===== src/rtl/stream_upsizer.sv =====
// Valid/ready width converter: packs RATIO narrow beats into one wide beat (beat 0 in lane 0).
// A packet ending early (s_last) flushes a partial wide beat with a lane-keep mask.
module stream_upsizer #(
    parameter int IN_WIDTH  = 32,
    parameter int RATIO     = 4,
    parameter int OUT_WIDTH = IN_WIDTH * RATIO,
    parameter int CNT_W     = $clog2(RATIO)
) (
    input  logic                 clk,
    input  logic                 rst_n,
    input  logic                 s_vld,
    output logic                 s_rdy,
    input  logic [IN_WIDTH-1:0]  s_pld,
    input  logic                 s_last,
    output logic                 m_vld,
    input  logic                 m_rdy,
    output logic [OUT_WIDTH-1:0] m_pld,
    output logic [RATIO-1:0]     m_keep,
    output logic                 m_last
);

    logic [CNT_W-1:0]     cnt_r;
    logic [OUT_WIDTH-1:0] acc_r;
    logic [RATIO-1:0]     acc_keep_r;
    logic                 m_vld_r;
    logic [OUT_WIDTH-1:0] m_pld_r;
    logic [RATIO-1:0]     m_keep_r;
    logic                 m_last_r;

    logic                 s_rdy_s;
    logic                 accept_s;
    logic                 complete_s;
    logic [OUT_WIDTH-1:0] merged_pld_s;
    logic [RATIO-1:0]     merged_keep_s;

    // Handshake decode and accumulator-with-current-beat merge
    always_comb begin
        s_rdy_s       = !m_vld_r || m_rdy;
        accept_s      = s_vld && s_rdy_s;
        merged_pld_s  = acc_r;
        merged_pld_s[cnt_r*IN_WIDTH +: IN_WIDTH] = s_pld;
        merged_keep_s = acc_keep_r | (RATIO'(1) << cnt_r);
        if (accept_s) begin
            complete_s = (cnt_r == CNT_W'(RATIO - 1)) || s_last;
        end else begin
            complete_s = 1'b0;
        end
    end

    // Lane accumulator and lane counter; cleared whenever a wide beat is emitted
    always_ff @(posedge clk or negedge rst_n) begin
        if (!rst_n) begin
            cnt_r      <= '0;
            acc_r      <= '0;
            acc_keep_r <= '0;
        end else if (complete_s) begin
            cnt_r      <= '0;
            acc_r      <= '0;
            acc_keep_r <= '0;
        end else if (accept_s) begin
            cnt_r      <= cnt_r + CNT_W'(1);
            acc_r      <= merged_pld_s;
            acc_keep_r <= merged_keep_s;
        end
    end

    // Output register: a completing beat reloads it even while the old beat drains
    always_ff @(posedge clk or negedge rst_n) begin
        if (!rst_n) begin
            m_vld_r  <= 1'b0;
            m_pld_r  <= '0;
            m_keep_r <= '0;
            m_last_r <= 1'b0;
        end else if (complete_s) begin
            m_vld_r  <= 1'b1;
            m_pld_r  <= merged_pld_s;
            m_keep_r <= merged_keep_s;
            m_last_r <= s_last;
        end else if (m_vld_r && m_rdy) begin
            m_vld_r  <= 1'b0;
        end
    end

    assign s_rdy  = s_rdy_s;
    assign m_vld  = m_vld_r;
    assign m_pld  = m_pld_r;
    assign m_keep = m_keep_r;
    assign m_last = m_last_r;

endmodule


===== config.mk =====
export PLATFORM = sky130hd
export DESIGN_NAME = stream_upsizer
export DESIGN_NICKNAME = d
export VERILOG_FILES = /design/src/rtl/stream_upsizer.sv
export SDC_FILE = /design/constraint.sdc
export NUM_CORES = 1
export LEC_CHECK = 0
export BUFFER_PORTS_ARGS = -buffer_cell sky130_fd_sc_hd__buf_2
export CAP_MARGIN = 20
export CORE_UTILIZATION = 40
export CTS_BUF_LIST = sky130_fd_sc_hd__clkbuf_8
export DETAILED_ROUTE_END_ITERATION = 10
export GPL_TIMING_DRIVEN = 0
export MAX_ROUTING_LAYER = met4
export PLACE_DENSITY_LB_ADDON = 0.12
export SLEW_MARGIN = 20
export SYNTH_ARGS = -nofsm -noshare
export SYNTH_HDL_FRONTEND = slang
export SYNTH_SLANG_ARGS = --single-unit

===== constraint.sdc =====
create_clock -name clk -period 5.6 [get_ports clk]
set_clock_uncertainty 0.05 [all_clocks]
set_input_delay 0.84 -clock clk [delete_from_list [all_inputs] [get_ports clk]]
set_output_delay 0.84 -clock clk [all_outputs]
set_load 0.02 [all_outputs]

==> impl_metrics.py, run 1 <==
metrics = {
    "placement": {
        "place.gp.congestion": 0.8142,
        "portBuffers": 138,
        "placed_area_mm2": 0.01329,
        "place_inst": 1602,
        "dpl.hpwl_mm": 27.17,
        "place_ws_ns": 2.526,
    },
    "layout": {
        "nets": 1307,
        "drive_above_1_share_pct": 24.98,
        "layout.cells.non_filler": 1684,
        "stdcell_area_mm2": 0.01426,
        "syn2layout_area_growth_pct": 18.39,
        "final_cell_mix": "dfrtp_1 (268), buf_2 (198), a21oi_1 (161)",
        "final_common_cell": "dfrtp_1",
    },
    "die": {
        "dieArea_mm2": 0.03081,
        "rows": 63,
        "fp.dieH_um": 175.5,
        "initial_core_util_pct": 40.64,
        "die_w_um": 175.5,
        "coreArea_mm2": 0.02964,
        "io_pins": 172,
    },
    "worst_hold_path": {
        "hp-class": "in2async",
    },
    "worst_setup_path": {
        "cp_cell_sequence": "clkinv_1, clkbuf_1, ha_1, nor3b_1, buf_2, buf_2, a41oi_1, a21oi_1",
        "worstPathArrival_ns": 3.61,
        "required_ns": 6.03,
        "critical_path_class": "reg2reg",
        "crit_buf_inv": 4,
        "crit_top_cell": "buf_2",
        "max_stage_delay_ns": 0.51,
        "worst_setup_path_start_kind": "flip-flop",
        "cpMaxStageDelayCell": "dfrtp_1",
        "critical-path-top-delay-family": "buffers and inverters",
        "crit_path_end_kind": "flip-flop",
        "crit_fanout": 13,
    },
    "global_route": {
        "overflow": 0,
        "grt_usage_pct": 27.63,
        "grt_pass1_vias": 9927,
        "grt_pass1_wl_mm": 62.52,
        "antenna_found_initial": 1,
        "grt_max_degree": 93,
    },
    "synthesis": {
        "synth.area.top_cells": "dfrtp_1 (56%), a31oi_1 (6.9%), a21oi_1 (6.7%)",
        "synth.distinct_cells": 43,
        "ys_seq_elements": 268,
        "synthesis.area_mm2": 0.01205,
        "ys_warn_count": 0,
        "ys_seq_area_share_pct": 55.68,
        "async_reset_ff_share_pct": 100.0,
        "syn-instance-count": 1072,
        "synth_nets": 1117,
        "syn_area_per_cell_um2": 11.24,
        "yosysTopAreaCellShare_pct": 55.68,
        "ys.flop_type": "dfrtp_1",
        "synth-edff-count": 0,
        "synth_top_cell_by_area": "dfrtp_1",
    },
    "clock_network": {
        "ctsHoldBuffers": 0,
        "cts_buffer_depth": 3,
        "cts_resized": 0,
        "postCtsSetupBuffers": 0,
        "cts_tree": "built",
        "clk_latency_ns": 0.56,
        "clockRootBuffer": "clkbuf_8",
        "htreeDepth": 2,
        "cts_buffers": 48,
        "cts.clk_slew.worst_paths_ns": 0.06,
        "clock_sinks": 268,
    },
    "power_and_ir_drop": {
        "vdd_drop_max_mv": 0.2052,
        "power_leakage_nw": 6.280,
        "powerDensity_mw_per_mm2": 403.3,
    },
    "outcome": {
        "outcome": "complete, but fails checks",
        "violations": "design-rule violations",
    },
    "timing": {
        "rsz0062_at_grt": "no",
        "max_slew_margin_pct": 44.44,
        "finalWorstSetupSlack_ns": 2.418,
        "setup_viol": 0,
        "min_period_ns": 3.182,
        "finalHoldViolCount": 0,
        "max_freq_mhz": 314.3,
        "fin_crit_sh_pct": 56.82,
        "finalMaxSlewViolations": 0,
        "setup_tns_ns": 0,
        "worstMarginPinSlew_ns": 0.8335,
    },
    "drt": {
        "drtIter0Drc": 1146,
        "drt-total-wl_mm": 41.30,
        "vias": 10280,
        "vias_per_cell": 6.107,
        "post_drt_wl_per_cell_um": 24.53,
        "ant_nets": 0,
        "drc": 6,
        "drt_pass1_iterations": 8,
    },
    "flow_run": {
        "maxCapViolations": 0,
    },
}
state kept, by name, indices dropped and copies added (netlist names):
name        flops
acc_r         128
m_pld         128
cnt_r           2
m_vld           1
m_last          1
acc_keep_r      4
m_keep          4
layer usage:
layer	wire (µm)	share of wire, %	global-route usage (%)	vias up
li1	-	-	-	4583
met1	19380	47	39.90	5255
met2	18320	44	39.37	378
met3	2405	5.8	4.610	68
met4	1200	2.9	8.913	0
met5	0	0	-	-
cells in the mapped netlist (all sizes together) (8+ instances only):
cell type,number
a41oi,29
buf,79
a32oi,44
clkbuf,87
a21oi,161
dfrtp,268
a32o,77
a22oi,20
a31oi,133
ha,8
nor2b,63
nor2,8
a22o,53
cell type report:
type                    instances  area [µm²]
plain buffers                 166       812.0
inverters                       8       30.03
diodes                          1       2.502
clock buffers                  66       908.4
multi-input cells             630        4497
flip-flops and latches        268        6706
well taps                     390       488.0
clock inverters                15       60.06
repair buffers                140       755.7
fillers                      2853       15380
worst paths after layout:
path | startpoint | to | slack, ns | cells past startpoint
max | cnt_r[0] | m_pld[91] | 2.42 | 8
min | rst_n | m_pld[19] | 0.26 | 1
max reg2reg | cnt_r[0] | m_pld[91] | 2.42 | 8
min reg2reg | acc_r[83] | acc_r[83] | 0.43 | 1
max in group asynchronous | rst_n | m_pld[72] | 3.92 | 3
min in group clk | acc_r[83] | acc_r[83] | 0.43 | 1
kinds of logic after synthesis:
| kind of cell | after synthesis | synth area share (%) |
|---|---|---|
| flops | 268 | 55.68 |
| fa+ha+maj | 8 | 0.8310 |
| buf+inv | 174 | 6.991 |
| compound gates | 526 | 31.10 |
| simple gates | 95 | 5.308 |
| mux | 1 | 0.09348 |
through the flow:
stage	total power [mW]	hold WS, ns	util [%]
2_1_floorplan	3.342	0.4047	-
3_5_place_dp	3.933	0.4234	44.84
5_1_grt	6.020	0.3151	48.11
3_3_place_gp	3.915	0.4151	44.62
4_1_cts	5.774	0.2882	48.10
6_report	5.751	0.2611	48.11
power breakdown:
group	internal [mW]	total, mW	switching, mW	leakage (nW)
registers	2.22	2.39	0.172	3.46
logic	0.472	1.52	1.05	2.27
clock network	1.04	1.85	0.811	0.550
Power figures use the tool's default switching activity.
==> inputs of run 2 (changes only) <==
- clock period: 5.6 -> 3.1 ns (I/O delays scaled with it)
==> run 2 against run 1 <==
Effect of this change: global-route usage unchanged; setup slack worse by 2.2 ns; hold slack worse by 0.077 ns; sequential power up 81%; sequential share of layout area about the same; maximum frequency up 9.9%; clock power up 81%; utilization up 0.055 points; routed wire length about the same; the flow still finishes with violations (design-rule violations); die area unchanged; critical path depth unchanged; final cell count about the same.
==> impl_metrics.py, run 2 (synthesis gave the netlist of run 1 again) <==
metrics = {
    "clock_network": {
        "cts_buffers": 48,
        "clock_sinks": 268,
        "postCtsSetupBuffers": 0,
        "clk_latency_ns": 0.56,
        "htreeDepth": 2,
        "cts_tree": "built",
        "cts.clk_slew.worst_paths_ns": 0.06,
        "cts_buffer_depth": 3,
        "clockRootBuffer": "clkbuf_8",
    },
    "timing": {
        "worstMarginPinSlew_ns": 0.8108,
        "setup_viol": 0,
        "max_slew_margin_pct": 45.94,
        "max_freq_mhz": 345.6,
        "finalMaxSlewViolations": 0,
        "finalWorstSetupSlack_ns": 0.2061,
        "rsz0062_at_grt": "no",
        "finalHoldViolCount": 0,
        "hold_slack_ns": 0.1845,
        "fin_crit_sh_pct": 93.35,
        "min_period_ns": 2.894,
    },
    "die": {
        "coreArea_mm2": 0.02964,
        "die_w_um": 175.5,
        "dieArea_mm2": 0.03081,
        "rows": 63,
        "io_pins": 172,
        "fp.dieH_um": 175.5,
        "initial_core_util_pct": 40.64,
    },
    "layout": {
        "num-fill-cells": 2849,
        "nets": 1308,
        "final_cell_mix": "dfrtp_1 (267), buf_2 (198), a21oi_1 (161)",
        "regArea_mm2": 0.006708,
        "drive_above_1_share_pct": 25.19,
        "final_core_util_pct": 48.17,
        "multi_input_area_mm2": 0.004497,
        "syn2layout_area_growth_pct": 18.52,
        "final_common_cell": "dfrtp_1",
        "stdcell_area_mm2": 0.01428,
    },
    "worst_setup_path": {
        "crit_fanout": 13,
        "crit_top_cell": "buf_2",
        "crit_buf_inv": 4,
        "crit_path_end_kind": "flip-flop",
        "required_ns": 3.53,
        "critical_path_class": "reg2reg",
        "max_stage_delay_ns": 0.48,
        "worstPathArrival_ns": 3.32,
        "cp_cell_sequence": "clkinvlp_4, clkbuf_2, ha_1, nor3b_1, buf_2, buf_2, a41oi_1, a21oi_1",
        "cpMaxStageDelayCell": "dfrtp_2",
        "critical-path-top-delay-family": "buffers and inverters",
        "worst_setup_path_start_kind": "flip-flop",
    },
    "global_route": {
        "grt_pass1_wl_mm": 62.52,
        "grt_pass1_vias": 9927,
        "antenna_found_initial": 1,
        "overflow": 0,
        "grt_max_degree": 93,
        "grt_usage_pct": 27.63,
    },
    "drt": {
        "post_drt_wl_per_cell_um": 24.53,
        "drt-total-wl_mm": 41.33,
        "drtIter0Drc": 1133,
        "vias": 10280,
        "vias_per_cell": 6.100,
        "ant_nets": 0,
        "drc": 6,
        "drt_pass1_iterations": 8,
    },
    "outcome": {
        "outcome": "complete, but fails checks",
        "violations": "design-rule violations",
    },
    "power_and_ir_drop": {
        "vdd_drop_max_mv": 0.3711,
        "power_mw": 10.40,
        "power_leakage_nw": 6.285,
        "powerDensity_mw_per_mm2": 728.3,
    },
    "flow_run": {
        "maxCapViolations": 0,
    },
    "placement": {
        "place_ws_ns": 0.02608,
        "place.gp.congestion": 0.8142,
        "placed_area_mm2": 0.01329,
        "dpl.hpwl_mm": 27.17,
        "portBuffers": 138,
    },
    "worst_hold_path": {
        "hp-class": "in2reg",
    },
}
-- run 2: worst reg2reg max path, stage by stage (launching register included) --
cell	delay (ns)
dfrtp_2	0.48
clkinvlp_4	0.21
clkbuf_2	0.28
ha_1	0.46
nor3b_1	0.28
buf_2	0.28
buf_2	0.32
a41oi_1	0.25
a21oi_1	0.21
-- run 2: repair_timing --
action / CTS / global route
endpoints found under the hold margin: 91 / 0
setup endpoints to repair: 0 / 146
hold buffers: 1 / 0
resized for setup: 0 / 4
-- run 2: worst paths after layout --
check	start	end	slack, ns	cells past startpoint
worst max-delay path	cnt_r[0]	m_pld[91]	0.21	8
worst min-delay path	s_last	m_last	0.18	2
worst max register to register	cnt_r[0]	m_pld[91]	0.21	8
worst min register to register	acc_r[83]	acc_r[83]	0.43	1
max in group asynchronous	rst_n	m_pld[72]	1.16	4
min in group asynchronous	rst_n	m_pld[19]	0.49	2
-- run 2: layer usage --
layer | part of all wire, % | up-vias | GRT usage [%]
met5 | 0 | - | -
met4 | 3.0 | 0 | 8.913
met3 | 6.3 | 75 | 4.610
met2 | 44 | 395 | 39.37
met1 | 46 | 5233 | 39.90
li1 | - | 4575 | -
-- run 2: final cells by class --
cell class                 count  area share (%)
antenna                        1         0.01753
buffer                       166           5.697
clock buffer                  66           6.363
clock inverter                15          0.4207
inverter                       8          0.2366
multi-input combinational    630           31.50
sequential                   268           46.99
tap                          390           3.418
timing repair buffer         141           5.364
-- run 2: report_power, final --
part | switching, mW | internal [mW]
Combinational | 1.89 | 0.855
Sequential | 0.312 | 4.00
Clock | 1.47 | 1.87
-- run 2: through the flow --
step	setup TNS [ns]	cells
final	0	1685
after global routing	0	1685
after CTS	0	1684
after detailed placement	0	1602
after global placement	-976.48	1600
after floorplan	0	1072
